==> src/rtl/periph_bus_responder.sv <==
// periph_bus_responder
//   Memory-mapped peripheral block on the CPU data-memory bus. It decodes a
//   seven-word register window and services CPU loads and stores to a
//   reload timer with interrupt, a free-running systick counter, an LED
//   register and an 8N1 UART transmitter.
//
//   Register map (word offsets from BASE_ADDR):
//     0x00 TH        RW  timer reload value
//     0x04 TL        RW  timer count
//     0x08 TCON      RW  [0]=enable [1]=irq_en [2]=irq_status
//     0x0C LED       RW  [7:0]
//     0x10 SYSTICK   RO  +1 every cycle
//     0x14 UART_TXD  W   [7:0] byte to send; reads return last accepted byte
//     0x18 UART_CON  RO/W1C  [0]=tx_busy [1]=tx_done (write 1 to clear)
//
// Ports
//   clk         clock, all state updates on the rising edge
//   reset       asynchronous, active-high reset
//   MemRead     CPU load strobe
//   MemWrite    CPU store strobe
//   Address     byte address, bits [1:0] ignored
//   Write_data  store data
//   Read_data   load data (combinational, zero unless MemRead & hit)
//   hit         Address lies inside the register window (combinational)
//   irq         timer interrupt request (registered)
//   led         LED register
//   uart_tx     serial output, idle high
module periph_bus_responder #(
    parameter logic [31:0] BASE_ADDR    = 32'h4000_0000,
    parameter int unsigned CLKS_PER_BIT = 10417
) (
    input  logic        clk,
    input  logic        reset,
    input  logic        MemRead,
    input  logic        MemWrite,
    input  logic [31:0] Address,
    input  logic [31:0] Write_data,
    output logic [31:0] Read_data,
    output logic        hit,
    output logic        irq,
    output logic [7:0]  led,
    output logic        uart_tx
);

    localparam int unsigned CNT_W    = (CLKS_PER_BIT > 1) ? $clog2(CLKS_PER_BIT) : 1;
    localparam logic [CNT_W-1:0] CNT_LAST = CNT_W'(CLKS_PER_BIT - 1);
    localparam int unsigned NUM_REGS = 7;

    localparam logic [2:0] OFF_TH      = 3'd0;
    localparam logic [2:0] OFF_TL      = 3'd1;
    localparam logic [2:0] OFF_TCON    = 3'd2;
    localparam logic [2:0] OFF_LED     = 3'd3;
    localparam logic [2:0] OFF_SYSTICK = 3'd4;
    localparam logic [2:0] OFF_TXD     = 3'd5;
    localparam logic [2:0] OFF_UCON    = 3'd6;

    typedef enum logic [1:0] {
        UART_IDLE  = 2'd0,
        UART_START = 2'd1,
        UART_DATA  = 2'd2,
        UART_STOP  = 2'd3
    } uart_state_e;

    // ------------------------------------------------------------------
    // Address decode: word offset relative to the base, window is 7 words
    // ------------------------------------------------------------------
    logic [29:0] word_off_c;
    logic [2:0]  reg_sel_c;
    logic        wr_c;
    logic        wr_th_c, wr_tl_c, wr_tcon_c, wr_led_c, wr_txd_c, wr_ucon_c;
    logic        unused_addr_c;

    assign word_off_c    = Address[31:2] - BASE_ADDR[31:2];
    assign hit           = (word_off_c < 30'(NUM_REGS));
    assign reg_sel_c     = word_off_c[2:0];
    assign unused_addr_c = ^Address[1:0];

    assign wr_c      = MemWrite & hit;
    assign wr_th_c   = wr_c & (reg_sel_c == OFF_TH);
    assign wr_tl_c   = wr_c & (reg_sel_c == OFF_TL);
    assign wr_tcon_c = wr_c & (reg_sel_c == OFF_TCON);
    assign wr_led_c  = wr_c & (reg_sel_c == OFF_LED);
    assign wr_txd_c  = wr_c & (reg_sel_c == OFF_TXD);
    assign wr_ucon_c = wr_c & (reg_sel_c == OFF_UCON);

    // ------------------------------------------------------------------
    // Register state
    // ------------------------------------------------------------------
    logic [31:0] th_q, th_d;
    logic [31:0] tl_q, tl_d;
    logic        tcon_en_q, tcon_en_d;
    logic        tcon_ie_q, tcon_ie_d;
    logic        tcon_st_q, tcon_st_d;
    logic        irq_q, irq_d;
    logic [7:0]  led_q, led_d;
    logic [31:0] tick_q, tick_d;

    uart_state_e      state_q, state_d;
    logic [CNT_W-1:0] cnt_q, cnt_d;
    logic [2:0]       bit_q, bit_d;
    logic [7:0]       txd_q, txd_d;
    logic             done_q, done_d;
    logic             tx_q, tx_d;
    logic             tx_busy_c;
    logic             timer_ovf_c;
    logic             cnt_wrap_c;

    assign tx_busy_c = (state_q != UART_IDLE);

    // Timer, LED and systick next-state; a CPU write to TL beats the count
    // and a TCON write never drops an overflow that happens in the same cycle
    always_comb begin
        th_d      = th_q;
        tl_d      = tl_q;
        tcon_en_d = tcon_en_q;
        tcon_ie_d = tcon_ie_q;
        tcon_st_d = tcon_st_q;
        led_d     = led_q;
        tick_d    = tick_q + 32'd1;
        irq_d     = tcon_ie_q & tcon_st_q;

        timer_ovf_c = tcon_en_q & (tl_q == 32'hFFFF_FFFF);

        if (wr_th_c) begin
            th_d = Write_data;
        end

        if (wr_tl_c) begin
            tl_d = Write_data;
        end else if (tcon_en_q) begin
            tl_d = timer_ovf_c ? th_q : (tl_q + 32'd1);
        end

        if (wr_tcon_c) begin
            tcon_en_d = Write_data[0];
            tcon_ie_d = Write_data[1];
            tcon_st_d = Write_data[2] | (timer_ovf_c & Write_data[1]);
        end else if (timer_ovf_c & tcon_ie_q) begin
            tcon_st_d = 1'b1;
        end

        if (wr_led_c) begin
            led_d = Write_data[7:0];
        end
    end

    // UART transmitter next-state and line value
    always_comb begin
        state_d = state_q;
        cnt_d   = cnt_q;
        bit_d   = bit_q;
        txd_d   = txd_q;
        done_d  = done_q;
        tx_d    = 1'b1;

        cnt_wrap_c = (cnt_q == CNT_LAST);

        // Clear first so a completion in the same cycle re-sets tx_done
        if (wr_ucon_c && Write_data[1]) begin
            done_d = 1'b0;
        end

        case (state_q)
            UART_IDLE: begin
                if (wr_txd_c) begin
                    txd_d   = Write_data[7:0];
                    state_d = UART_START;
                    cnt_d   = '0;
                    bit_d   = 3'd0;
                end
            end
            UART_START: begin
                if (cnt_wrap_c) begin
                    cnt_d   = '0;
                    state_d = UART_DATA;
                end else begin
                    cnt_d = cnt_q + CNT_W'(1);
                end
            end
            UART_DATA: begin
                if (cnt_wrap_c) begin
                    cnt_d = '0;
                    if (bit_q == 3'd7) begin
                        bit_d   = 3'd0;
                        state_d = UART_STOP;
                    end else begin
                        bit_d = bit_q + 3'd1;
                    end
                end else begin
                    cnt_d = cnt_q + CNT_W'(1);
                end
            end
            UART_STOP: begin
                if (cnt_wrap_c) begin
                    cnt_d   = '0;
                    state_d = UART_IDLE;
                    done_d  = 1'b1;
                end else begin
                    cnt_d = cnt_q + CNT_W'(1);
                end
            end
            default: begin
                state_d = UART_IDLE;
                cnt_d   = '0;
                bit_d   = 3'd0;
            end
        endcase

        // Line level follows the state being entered so uart_tx is a flop
        case (state_d)
            UART_START: tx_d = 1'b0;
            UART_DATA:  tx_d = txd_d[bit_d];
            default:    tx_d = 1'b1;
        endcase
    end

    // Timer / LED / systick registers
    always_ff @(posedge clk or posedge reset) begin
        if (reset) begin
            th_q      <= '0;
            tl_q      <= '0;
            tcon_en_q <= 1'b0;
            tcon_ie_q <= 1'b0;
            tcon_st_q <= 1'b0;
            irq_q     <= 1'b0;
            led_q     <= '0;
            tick_q    <= '0;
        end else begin
            th_q      <= th_d;
            tl_q      <= tl_d;
            tcon_en_q <= tcon_en_d;
            tcon_ie_q <= tcon_ie_d;
            tcon_st_q <= tcon_st_d;
            irq_q     <= irq_d;
            led_q     <= led_d;
            tick_q    <= tick_d;
        end
    end

    // UART state register
    always_ff @(posedge clk or posedge reset) begin
        if (reset) begin
            state_q <= UART_IDLE;
            cnt_q   <= '0;
            bit_q   <= 3'd0;
            txd_q   <= '0;
            done_q  <= 1'b0;
            tx_q    <= 1'b1;
        end else begin
            state_q <= state_d;
            cnt_q   <= cnt_d;
            bit_q   <= bit_d;
            txd_q   <= txd_d;
            done_q  <= done_d;
            tx_q    <= tx_d;
        end
    end

    // Load data mux, no read side effects
    always_comb begin
        Read_data = 32'h0;
        if (MemRead && hit) begin
            case (reg_sel_c)
                OFF_TH:      Read_data = th_q;
                OFF_TL:      Read_data = tl_q;
                OFF_TCON:    Read_data = {29'd0, tcon_st_q, tcon_ie_q, tcon_en_q};
                OFF_LED:     Read_data = {24'd0, led_q};
                OFF_SYSTICK: Read_data = tick_q;
                OFF_TXD:     Read_data = {24'd0, txd_q};
                OFF_UCON:    Read_data = {30'd0, done_q, tx_busy_c};
                default:     Read_data = 32'h0;
            endcase
        end
    end

    assign irq     = irq_q;
    assign led     = led_q;
    assign uart_tx = tx_q;

endmodule

==> config.mk <==
export PLATFORM = sky130hd
export DESIGN_NAME = periph_bus_responder
export DESIGN_NICKNAME = d
export VERILOG_FILES = /design/src/rtl/periph_bus_responder.sv
export SDC_FILE = /design/constraint.sdc
export NUM_CORES = 1
export LEC_CHECK = 0
export BUFFER_PORTS_ARGS = -buffer_cell sky130_fd_sc_hd__buf_2
export CAP_MARGIN = 25
export CORE_UTILIZATION = 53
export CTS_CLUSTER_SIZE = 16
export DETAILED_ROUTE_END_ITERATION = 8
export PLACE_DENSITY = 0.81
export SETUP_SLACK_MARGIN = 0.1
export SLEW_MARGIN = 0
export SYNTH_ARGS = -nofsm -noshare
export SYNTH_HDL_FRONTEND = slang
export SYNTH_SLANG_ARGS = --single-unit
==> constraint.sdc <==
create_clock -name clk -period 4.7 [get_ports clk]
set_input_delay 0.94 -clock clk [delete_from_list [all_inputs] [get_ports clk]]
set_output_delay 0.94 -clock clk [all_outputs]
set_load 0.02 [all_outputs]
==> results of run 1 <==
==> layout make-up <==
cell class	instances	area [um2]	area share, %
Inverter	17	67.56	0.7267
Clock buffer	19	442.9	4.764
Multi-Input combinational cell	619	4210	45.28
Sequential cell	137	3430	36.89
Timing Repair Buffer	122	670.6	7.213
Clock inverter	12	246.5	2.651
Tap cell	184	230.2	2.476
==> layer usage <==
metal  vias to the layer above  GRT usage (%)
met1                      3335          39.11
met4                         0          10.49
met2                       301          43.54
met3                        48          7.280
li1                       3175              -
met5                         -              0
==> cells by family after synthesis <==
| logic type | Yosys count | share of synthesized area [%] |
|---|---|---|
| AND/OR/NAND/NOR | 297 | 18.68 |
| AO/OA/AOI/OAI | 175 | 14.45 |
| flip-flops | 137 | 43.54 |
| multiplexers | 105 | 15.12 |
| buffers and inverters | 68 | 3.256 |
| XOR/XNOR | 36 | 4.003 |
| adder cells (fa/ha/maj) | 6 | 0.9530 |
==> worst max-delay path, cell delays in order <==
cell and delay, ns:
buf_2 0.10, nor4_1 0.26, and4_1 0.39, and2_1 0.23
nand3_1 0.35, a211oi_1 0.46, buf_2 0.25
==> cell usage after synthesis (8+ instances only) <==
library cell | number | area (um2)
nand2_1 | 76 | 285.3
a211oi_1 | 12 | 90.09
inv_1 | 16 | 60.06
mux2_2 | 56 | 630.6
nand3_1 | 39 | 195.2
o31ai_1 | 8 | 60.06
xor2_1 | 15 | 131.4
dfrtp_1 | 136 | 3403
a31oi_1 | 10 | 62.56
and2_1 | 9 | 56.30
nand4_1 | 12 | 75.07
clkbuf_1 | 46 | 172.7
and4_1 | 10 | 87.58
and3_1 | 21 | 131.4
xnor2_1 | 21 | 183.9
a22oi_1 | 9 | 67.56
a21oi_1 | 49 | 245.2
nor4_1 | 8 | 50.05
o21ai_0 | 35 | 175.2
mux2i_1 | 41 | 410.4
nor2_1 | 86 | 322.8
a21o_1 | 16 | 120.1
==> worst min path at each step <==
stage | to | depth (start not counted) | slack (ns)
2_1_floorplan | tick_q[0] | 1 | 0.44
3_3_place_gp | tick_q[0] | 1 | 0.46
3_5_place_dp | tick_q[31] | 1 | 0.46
4_1_cts | tick_q[31] | 1 | 0.47
5_1_grt | tcon_st_q | 2 | 0.50
6_report | tick_q[31] | 1 | 0.47
==> power by group <==
part / internal, uW / switching, uW / leakage (uW)
logic: 49.0 / 83.8 / 0.00231
registers: 1180 / 0.461 / 0.00172
clock network: 1060 / 506 / 0.000325
==> registers in the layout (all words and copies together) (netlist names) <==
register	flops
tcon_ie_q	1
tick_q	32
uart_tx	1
txd_q	8
irq	1
tcon_en_q	1
led	8
tl_q	32
done_q	1
cnt_q	14
bit_q	3
th_q	32
state_q	2
tcon_st_q	1
==> through the flow <==
stage / hold slack, ns / util (%) / cell area [um2] / std cells
after floorplan: 0.4381 / - / 7881 / 824
after global placement: 0.4586 / 59.04 / 8581 / 1077
after detailed placement: 0.4630 / 59.23 / 8608 / 1079
after CTS: 0.4744 / 63.97 / 9298 / 1110
after global routing: 0.5028 / 63.97 / 9298 / 1110
final: 0.4739 / 63.97 / 9298 / 1110
==> flow_metrics.py, run 1 <==
metrics = {
    "sta": {
        "setup_violations": 0,
        "tns_ns": 0,
        "finClkSkew_ns": 0.008026,
        "worstMarginPinSlew_ns": 0.9461,
        "fin_ws_ns": 0.7820,
        "final_hold_viol_count": 0,
        "final_max_slew_viol_count": 0,
        "rsz0062_at_grt": "no",
        "period_share_pct": 83.36,
        "max_slew_margin_pct": 36.65,
        "period_minus_slack_ns": 3.918,
        "fmax_ghz": 0.2552,
    },
    "run_status": {
        "status": "finished, final reports clean",
    },
    "clocking": {
        "numCtsBuffers": 17,
        "htree_num_levels": 4,
        "clk_pin_slew_ns": 0.05,
        "post_cts_buffers": 0,
        "clk-insertion-delay-late_ns": 0.42,
        "cts_tree": "done",
        "clockRootBuffer": "clkbuf_16",
        "ctsResizeCount": 0,
        "clkSinkCount": 137,
        "ctsHoldBuffers": 0,
        "cts_max_path_buffers": 2,
    },
    "layout": {
        "layout_commonest_cell": "dfrtp_1",
        "final_layout_size_suffix_gt1_share_pct": 24.73,
        "area_delta_synth_final_pct": 18.03,
        "num-fill-cells": 1168,
        "antennaDiodeCount": 0,
        "nNetsFinal": 988,
        "final_cell_mix": "dfrtp_1, buf_2, nor2_1",
    },
    "worst_setup_path": {
        "critical_path_class": "input port to output port",
        "cp-endpoint": "Read_data[0]",
        "cp_max_fo": 8,
        "reg2regPathDepth": 8,
        "required_ns": 3.76,
        "crit_path_start": "Address[18]",
        "rr_startpoint": "tl_q[0]",
        "end_kind": "output port",
        "start_kind": "input port",
        "worstPathArrival_ns": 2.98,
        "r2r-end": "tl_q[3]",
        "rrSetupSlack_ns": 1.48,
    },
    "placed_design": {
        "post-place-ws_ns": 0.8557,
        "gp_congestion": 0.8429,
        "port_buffers": 108,
        "dp_hpwl_um": 13840,
    },
    "detailed_routing": {
        "num_vias": 6859,
        "drt_wl_total_um": 20590,
        "viasPerCell": 6.179,
        "drtIter0Drc": 679,
        "drt_pass1_iterations": 7,
        "ant_nets": 0,
        "wirelength_met1_um": 8870,
        "wl_met2_um": 9630,
        "wl_met3_um": 1586,
        "wl_per_cell_um": 18.55,
        "routed.top_layer": "met4",
        "drc_errors": 0,
    },
    "floorplan": {
        "start_util_pct": 54.20,
        "die_y_um": 123.9,
        "die_x_um": 123.9,
        "io_pins": 111,
        "core_um2": 14530,
        "num_rows": 44,
        "die-area_um2": 15350,
    },
    "min_path": {
        "hold_path.class": "register to register",
        "hp-start": "tick_q[31]",
    },
    "global_routing": {
        "grt_pass1_wl_um": 32980,
        "overflow": 0,
        "antenna_found_initial": 0,
        "grt_pass1_vias": 6365,
        "track_usage_pct": 28.50,
        "grt_start_max_net_pins": 65,
    },
    "pwr": {
        "fin_total_pwr_uw": 2878,
        "powerDensity_nw_per_um2": 309.5,
        "p_leak_uw": 0.004357,
        "ir_drop_v": 0.0002539,
    },
    "yosys": {
        "ys_warn_count": 0,
        "seq_area_frac_synth_pct": 43.54,
        "synth_edf_count": 0,
        "syn-num-nets": 898,
        "async_flop_share_pct": 100.0,
        "ys_types": 58,
        "synth_cells": 824,
        "ys.flop_type": "dfrtp_1",
        "ys_ff_latch": 137,
        "synth_area_um2": 7878,
        "synth.avg_cell_area_um2": 9.560,
    },
    "flow_run": {
        "drv_cap": 0,
    },
}
Power figures use the tool's default switching activity.
==> inputs of run 2 (changes only) <==
--- a/config.mk
+++ b/config.mk
@@ -7,10 +7,10 @@
 export LEC_CHECK = 0
 export BUFFER_PORTS_ARGS = -buffer_cell sky130_fd_sc_hd__buf_2
 export CAP_MARGIN = 25
-export CORE_UTILIZATION = 53
+export CORE_UTILIZATION = 58
 export CTS_CLUSTER_SIZE = 16
 export DETAILED_ROUTE_END_ITERATION = 8
-export PLACE_DENSITY = 0.81
+export PLACE_DENSITY = 0.84
 export SETUP_SLACK_MARGIN = 0.1
 export SLEW_MARGIN = 0
 export SYNTH_ARGS = -nofsm -noshare
==> constraint.sdc (replaced) <==
create_clock -name clk -period 3.7 [get_ports clk]
set_input_delay 0.74 -clock clk [delete_from_list [all_inputs] [get_ports clk]]
set_output_delay 0.74 -clock clk [all_outputs]
set_load 0.02 [all_outputs]
==> run 2 against run 1 <==
  * Non-clock buffer count increased by 11
  * Sequential power is 27% higher
  * Routed wire length grew 1.3%
  * Core utilization increased by 6.5 points
  * Clock power increased by 22%
  * Critical path type unchanged
==> flow_metrics.py, run 2 (synthesis results as in run 1) <==
metrics = {
    "pwr": {
        "seqPwrFrac_pct": 42.0,
        "p_leak_uw": 0.004411,
        "clkPwrFrac_pct": 53.3,
        "p_int_uw": 2846,
        "p_switching_uw": 723.7,
        "fin_total_pwr_uw": 3569,
        "powerDensity_nw_per_um2": 382.7,
        "swShare_pct": 20.28,
        "ir_drop_v": 0.0003567,
        "comb_power_share_pct": 4.7,
    },
    "clocking": {
        "htree_num_levels": 4,
        "cts_tree": "done",
        "clkSinkCount": 137,
        "numCtsBuffers": 17,
        "clk_pin_slew_ns": 0.06,
        "post_cts_buffers": 0,
        "cts_max_path_buffers": 2,
        "clk-insertion-delay-late_ns": 0.42,
        "clockRootBuffer": "clkbuf_16",
        "ctsHoldBuffers": 0,
        "ctsResizeCount": 0,
    },
    "worst_setup_path": {
        "cpPeakStageDelay_ns": 0.38,
        "reg2regPathDepth": 7,
        "r2r-end": "uart_tx",
        "crit_path_frequent_cell": "buf_2",
        "rr_startpoint": "cnt_q[2]",
        "rrSetupSlack_ns": 0.76,
        "start_kind": "input port",
        "cp_cell_sequence": "buf_2 > nor4_1 > and4_1 > and2_1 > nand3_1 > buf_4 > nor2_1 > buf_2",
        "cpMaxStageDelayCell": "and4_1",
        "cp_max_fo": 24,
        "end_kind": "output port",
        "required_ns": 2.96,
        "critical_path_class": "input port to output port",
        "worstPathArrival_ns": 2.49,
    },
    "sta": {
        "final_hold_viol_count": 0,
        "worst_hold_slack_ns": 0.4865,
        "period_share_pct": 87.26,
        "finClkSkew_ns": 0.005397,
        "rsz0062_at_grt": "no",
        "tns_ns": 0,
        "fmax_ghz": 0.3097,
        "period_minus_slack_ns": 3.228,
        "fin_ws_ns": 0.4715,
        "max_slew_margin_pct": 33.56,
        "setup_violations": 0,
        "final_max_slew_viol_count": 0,
        "worstMarginPinSlew_ns": 0.9884,
    },
    "flow_run": {
        "drv_cap": 0,
    },
    "detailed_routing": {
        "drc_errors": 0,
        "drtIter0Drc": 592,
        "drt_pass1_iterations": 6,
        "num_vias": 6895,
        "ant_nets": 0,
        "drt_wl_total_um": 20870,
        "wl_per_cell_um": 18.73,
        "viasPerCell": 6.189,
    },
    "layout": {
        "final_cell_mix": "dfrtp_1, buf_2, nor2_1",
        "antennaDiodeCount": 0,
        "nNetsFinal": 999,
        "top_regs": "th_q x32, tick_q x32, tl_q x32",
        "final_cell_area_um2": 9326,
        "layout_commonest_cell": "dfrtp_1",
        "final_layout_size_suffix_gt1_share_pct": 25.48,
        "area_delta_synth_final_pct": 18.39,
    },
    "global_routing": {
        "use_met2_pct": 50.11,
        "track_usage_pct": 31.13,
        "met1_usage_pct": 40.48,
        "grt_pass1_wl_um": 33960,
        "grtUsageMet3_pct": 7.432,
        "grt-busiest-layer": "met2",
        "grt_pass1_vias": 6600,
        "antenna_found_initial": 0,
        "grt_start_max_net_pins": 45,
        "overflow": 0,
    },
    "floorplan": {
        "num_rows": 42,
        "die_y_um": 118.5,
        "core_um2": 13240,
        "start_util_pct": 59.49,
        "die-area_um2": 14050,
        "io_pins": 111,
        "die_x_um": 118.5,
    },
    "placed_design": {
        "gp_congestion": 0.8598,
        "placed_area_um2": 8661,
        "dp_hpwl_um": 14100,
        "port_buffers": 108,
        "post-place-ws_ns": 0.4866,
    },
    "min_path": {
        "hold_path.class": "input port to async pin",
    },
    "run_status": {
        "status": "finished, final reports clean",
    },
}
-- run 2: cell count changes in the layout (fill, tap and decap cells not counted), moves of 2 or more --
cell	previous run	this run
bufinv_16	7	5
clkinvlp_4	4	1
clkbuf_1	1	3
clkbuf_8	1	5
buf_4	12	24
-- run 2: through the flow --
| step | cells | utilization [%] |
|---|---|---|
| after global placement | 1082 | 65.40 |
| after floorplan | 824 | - |
| after global routing | 1114 | 70.43 |
| after CTS | 1114 | 70.43 |
| final | 1114 | 70.43 |
| after detailed placement | 1082 | 65.40 |
-- run 2: critical path, delay by kind of cell --
kind	cells	cell delay (ns)
buf+inv	3	0.54
simple gates	5	1.20
-- run 2: final cells by class --
cell class / count / area, um2
clock buffer: 25 / 505.5
tap: 176 / 220.2
inverter: 17 / 67.56
clock inverter: 7 / 160.2
fill: 1004 / 3916
multi-input combinational: 619 / 4203
sequential: 137 / 3430
timing repair buffer: 133 / 740.7
-- run 2: worst max path at each step --
stage	slack (ns)	to	start
2_1_floorplan	0.44	Read_data[0]	Address[22]
3_3_place_gp	0.56	Read_data[11]	Address[22]
3_5_place_dp	0.49	Read_data[11]	Address[26]
4_1_cts	0.48	Read_data[11]	Address[26]
5_1_grt	0.31	Read_data[11]	Address[22]
6_report	0.47	Read_data[11]	Address[26]
-- run 2: power groups by stage --
stage | Clock [uW] | Combinational, uW | Sequential (uW)
2_1_floorplan | 0 | 88.0 | 1530
3_3_place_gp | 0 | 163 | 1530
3_5_place_dp | 0 | 166 | 1530
4_1_cts | 1910 | 167 | 1500
5_1_grt | 1970 | 183 | 1500
6_report | 1900 | 167 | 1500
-- run 2: routing by layer --
metal  routed length [um]  vias to the layer above
li1                     -                     3196
met1                 8550                     3341
met2                10050                      298
met3                 1614                       60
met4                  658                        0
met5                    0                        -
==> inputs of run 3 (changes only) <==
--- a/config.mk
+++ b/config.mk
@@ -7,7 +7,9 @@
 export LEC_CHECK = 0
 export BUFFER_PORTS_ARGS = -buffer_cell sky130_fd_sc_hd__buf_2
 export CAP_MARGIN = 25
-export CORE_UTILIZATION = 58
+export CELL_PAD_IN_SITES_DETAIL_PLACEMENT = 0
+export CELL_PAD_IN_SITES_GLOBAL_PLACEMENT = 1
+export CORE_UTILIZATION = 45
 export CTS_CLUSTER_SIZE = 16
 export DETAILED_ROUTE_END_ITERATION = 8
 export PLACE_DENSITY = 0.84
==> run 3 against run 2 <==
  * Clock power decreased by 4%
  * Power down 2.4%
  * Sequential power is essentially flat
  * Combinational power hardly changed
  * Critical endpoint is now Read_data[19]
==> flow_metrics.py, run 3 (synthesis results as in run 1) <==
metrics = {
    "layout": {
        "top_regs": "th_q x32, tick_q x32, tl_q x32",
        "area_delta_synth_final_pct": 18.93,
        "layout_commonest_cell": "dfrtp_1",
        "antennaDiodeCount": 0,
        "final_cell_mix": "dfrtp_1, buf_2, nor2_1",
        "final_layout_size_suffix_gt1_share_pct": 25.69,
        "nNetsFinal": 999,
        "num-fill-cells": 1592,
        "utilization_pct": 54.55,
    },
    "worst_setup_path": {
        "end_kind": "output port",
        "critical_path_class": "input port to output port",
        "cp_cell_sequence": "buf_2 > nor4_1 > and4_1 > and2_1 > nand3_1 > buf_4 > nor2_1 > buf_2",
        "cpPeakStageDelay_ns": 0.42,
        "required_ns": 2.96,
        "cp_max_fo": 24,
        "start_kind": "input port",
        "cpMaxStageDelayCell": "and4_1",
        "worstPathArrival_ns": 2.44,
        "crit_path_frequent_cell": "buf_2",
    },
    "sta": {
        "setup_violations": 0,
        "period_share_pct": 86.05,
        "final_max_slew_viol_count": 0,
        "final_hold_viol_count": 0,
        "max_slew_margin_pct": 50.09,
        "tns_ns": 0,
        "fmax_ghz": 0.3141,
        "worstMarginPinSlew_ns": 0.7471,
        "finClkSkew_ns": 0.01054,
        "rsz0062_at_grt": "no",
        "period_minus_slack_ns": 3.184,
    },
    "global_routing": {
        "grt_start_max_net_pins": 67,
        "overflow": 0,
        "grt_pass1_vias": 6436,
        "track_usage_pct": 24.24,
        "grt_pass1_wl_um": 34060,
        "antenna_found_initial": 0,
    },
    "clocking": {
        "cts_max_path_buffers": 2,
        "clk_pin_slew_ns": 0.06,
        "numCtsBuffers": 17,
        "ctsHoldBuffers": 0,
        "clockRootBuffer": "clkbuf_16",
        "cts_tree": "done",
        "htree_num_levels": 4,
        "post_cts_buffers": 0,
        "ctsResizeCount": 0,
        "clkSinkCount": 137,
        "clk-insertion-delay-late_ns": 0.43,
    },
    "placed_design": {
        "gp_congestion": 0.8318,
        "dp_hpwl_um": 14600,
        "port_buffers": 108,
    },
    "min_path": {
        "hold_path.class": "input port to async pin",
    },
    "floorplan": {
        "die_x_um": 134.3,
        "die-area_um2": 18040,
        "core_um2": 17180,
        "die_y_um": 134.3,
        "io_pins": 111,
        "start_util_pct": 45.86,
        "num_rows": 48,
    },
    "detailed_routing": {
        "drc_errors": 0,
        "wl_per_cell_um": 17.95,
        "num_vias": 6661,
        "viasPerCell": 5.727,
        "drt_wl_total_um": 20880,
        "ant_nets": 0,
        "drt_pass1_iterations": 5,
        "drtIter0Drc": 449,
    },
    "pwr": {
        "ir_drop_v": 0.0003121,
        "p_leak_uw": 0.004391,
        "powerDensity_nw_per_um2": 371.8,
    },
    "flow_run": {
        "drv_cap": 0,
    },
    "run_status": {
        "status": "finished, final reports clean",
    },
}
[run 3: area by class of cell]
cell class                 instances  area, um2  area share, %
inverter                          17      67.56         0.7212
clock inverter                    12      172.7          1.843
multi-input combinational        619       4208          44.91
timing repair buffer             133      753.2          8.040
sequential                       137       3430          36.61
tap                              225      281.5          3.005
clock buffer                      20      456.7          4.874
[run 3: metrics by stage]
stage / hold WS (ns) / cell area [um2] / total power, uW / cells / setup WS, ns
finish: 0.4397 / 9369 / 3484 / 1163 / 0.5162
global route: 0.4850 / 9369 / 3586 / 1163 / 0.3580
CTS: 0.4622 / 9369 / 3511 / 1163 / 0.5116
detailed placement: 0.4665 / 8740 / 1696 / 1131 / 0.5219
global placement: 0.4619 / 8740 / 1696 / 1131 / 0.5243
floorplan: 0.4381 / 7881 / 1615 / 824 / 0.4408
[run 3: routing by layer]
layer,up-vias,share of wire [%],GRT usage [%]
li1,3197,-,-
met1,3278,48,34.67
met2,168,47,37.85
met3,18,4.6,4.460
met4,0,1.2,6.180
met5,-,0,0
[run 3: report_power, final]
group	switching [uW]	leakage [uW]	internal (uW)
Sequential	0.569	0.00172	1500
Combinational	107	0.00236	60.8
Clock	657	0.000306	1160
[run 3: final timing paths]
| check | from | to | slack, ns | depth (start not counted) |
|---|---|---|---|---|
| hold reg to reg | tick_q[31] | tick_q[31] | 0.48 | 1 |
| hold / removal | reset | led[5] | 0.44 | 2 |
| setup reg to reg | cnt_q[3] | uart_tx | 0.78 | 8 |
| max in group asynchronous | reset | tl_q[24] | 2.29 | 3 |
| min in group clk | tick_q[31] | tick_q[31] | 0.48 | 1 |
| setup / recovery | Address[16] | Read_data[19] | 0.52 | 8 |
[run 3: critical path: cells and delay by family]
| kind | cells | cell delay [ns] |
|---|---|---|
| buf+inv | 3 | 0.50 |
| simple gates | 5 | 1.18 |
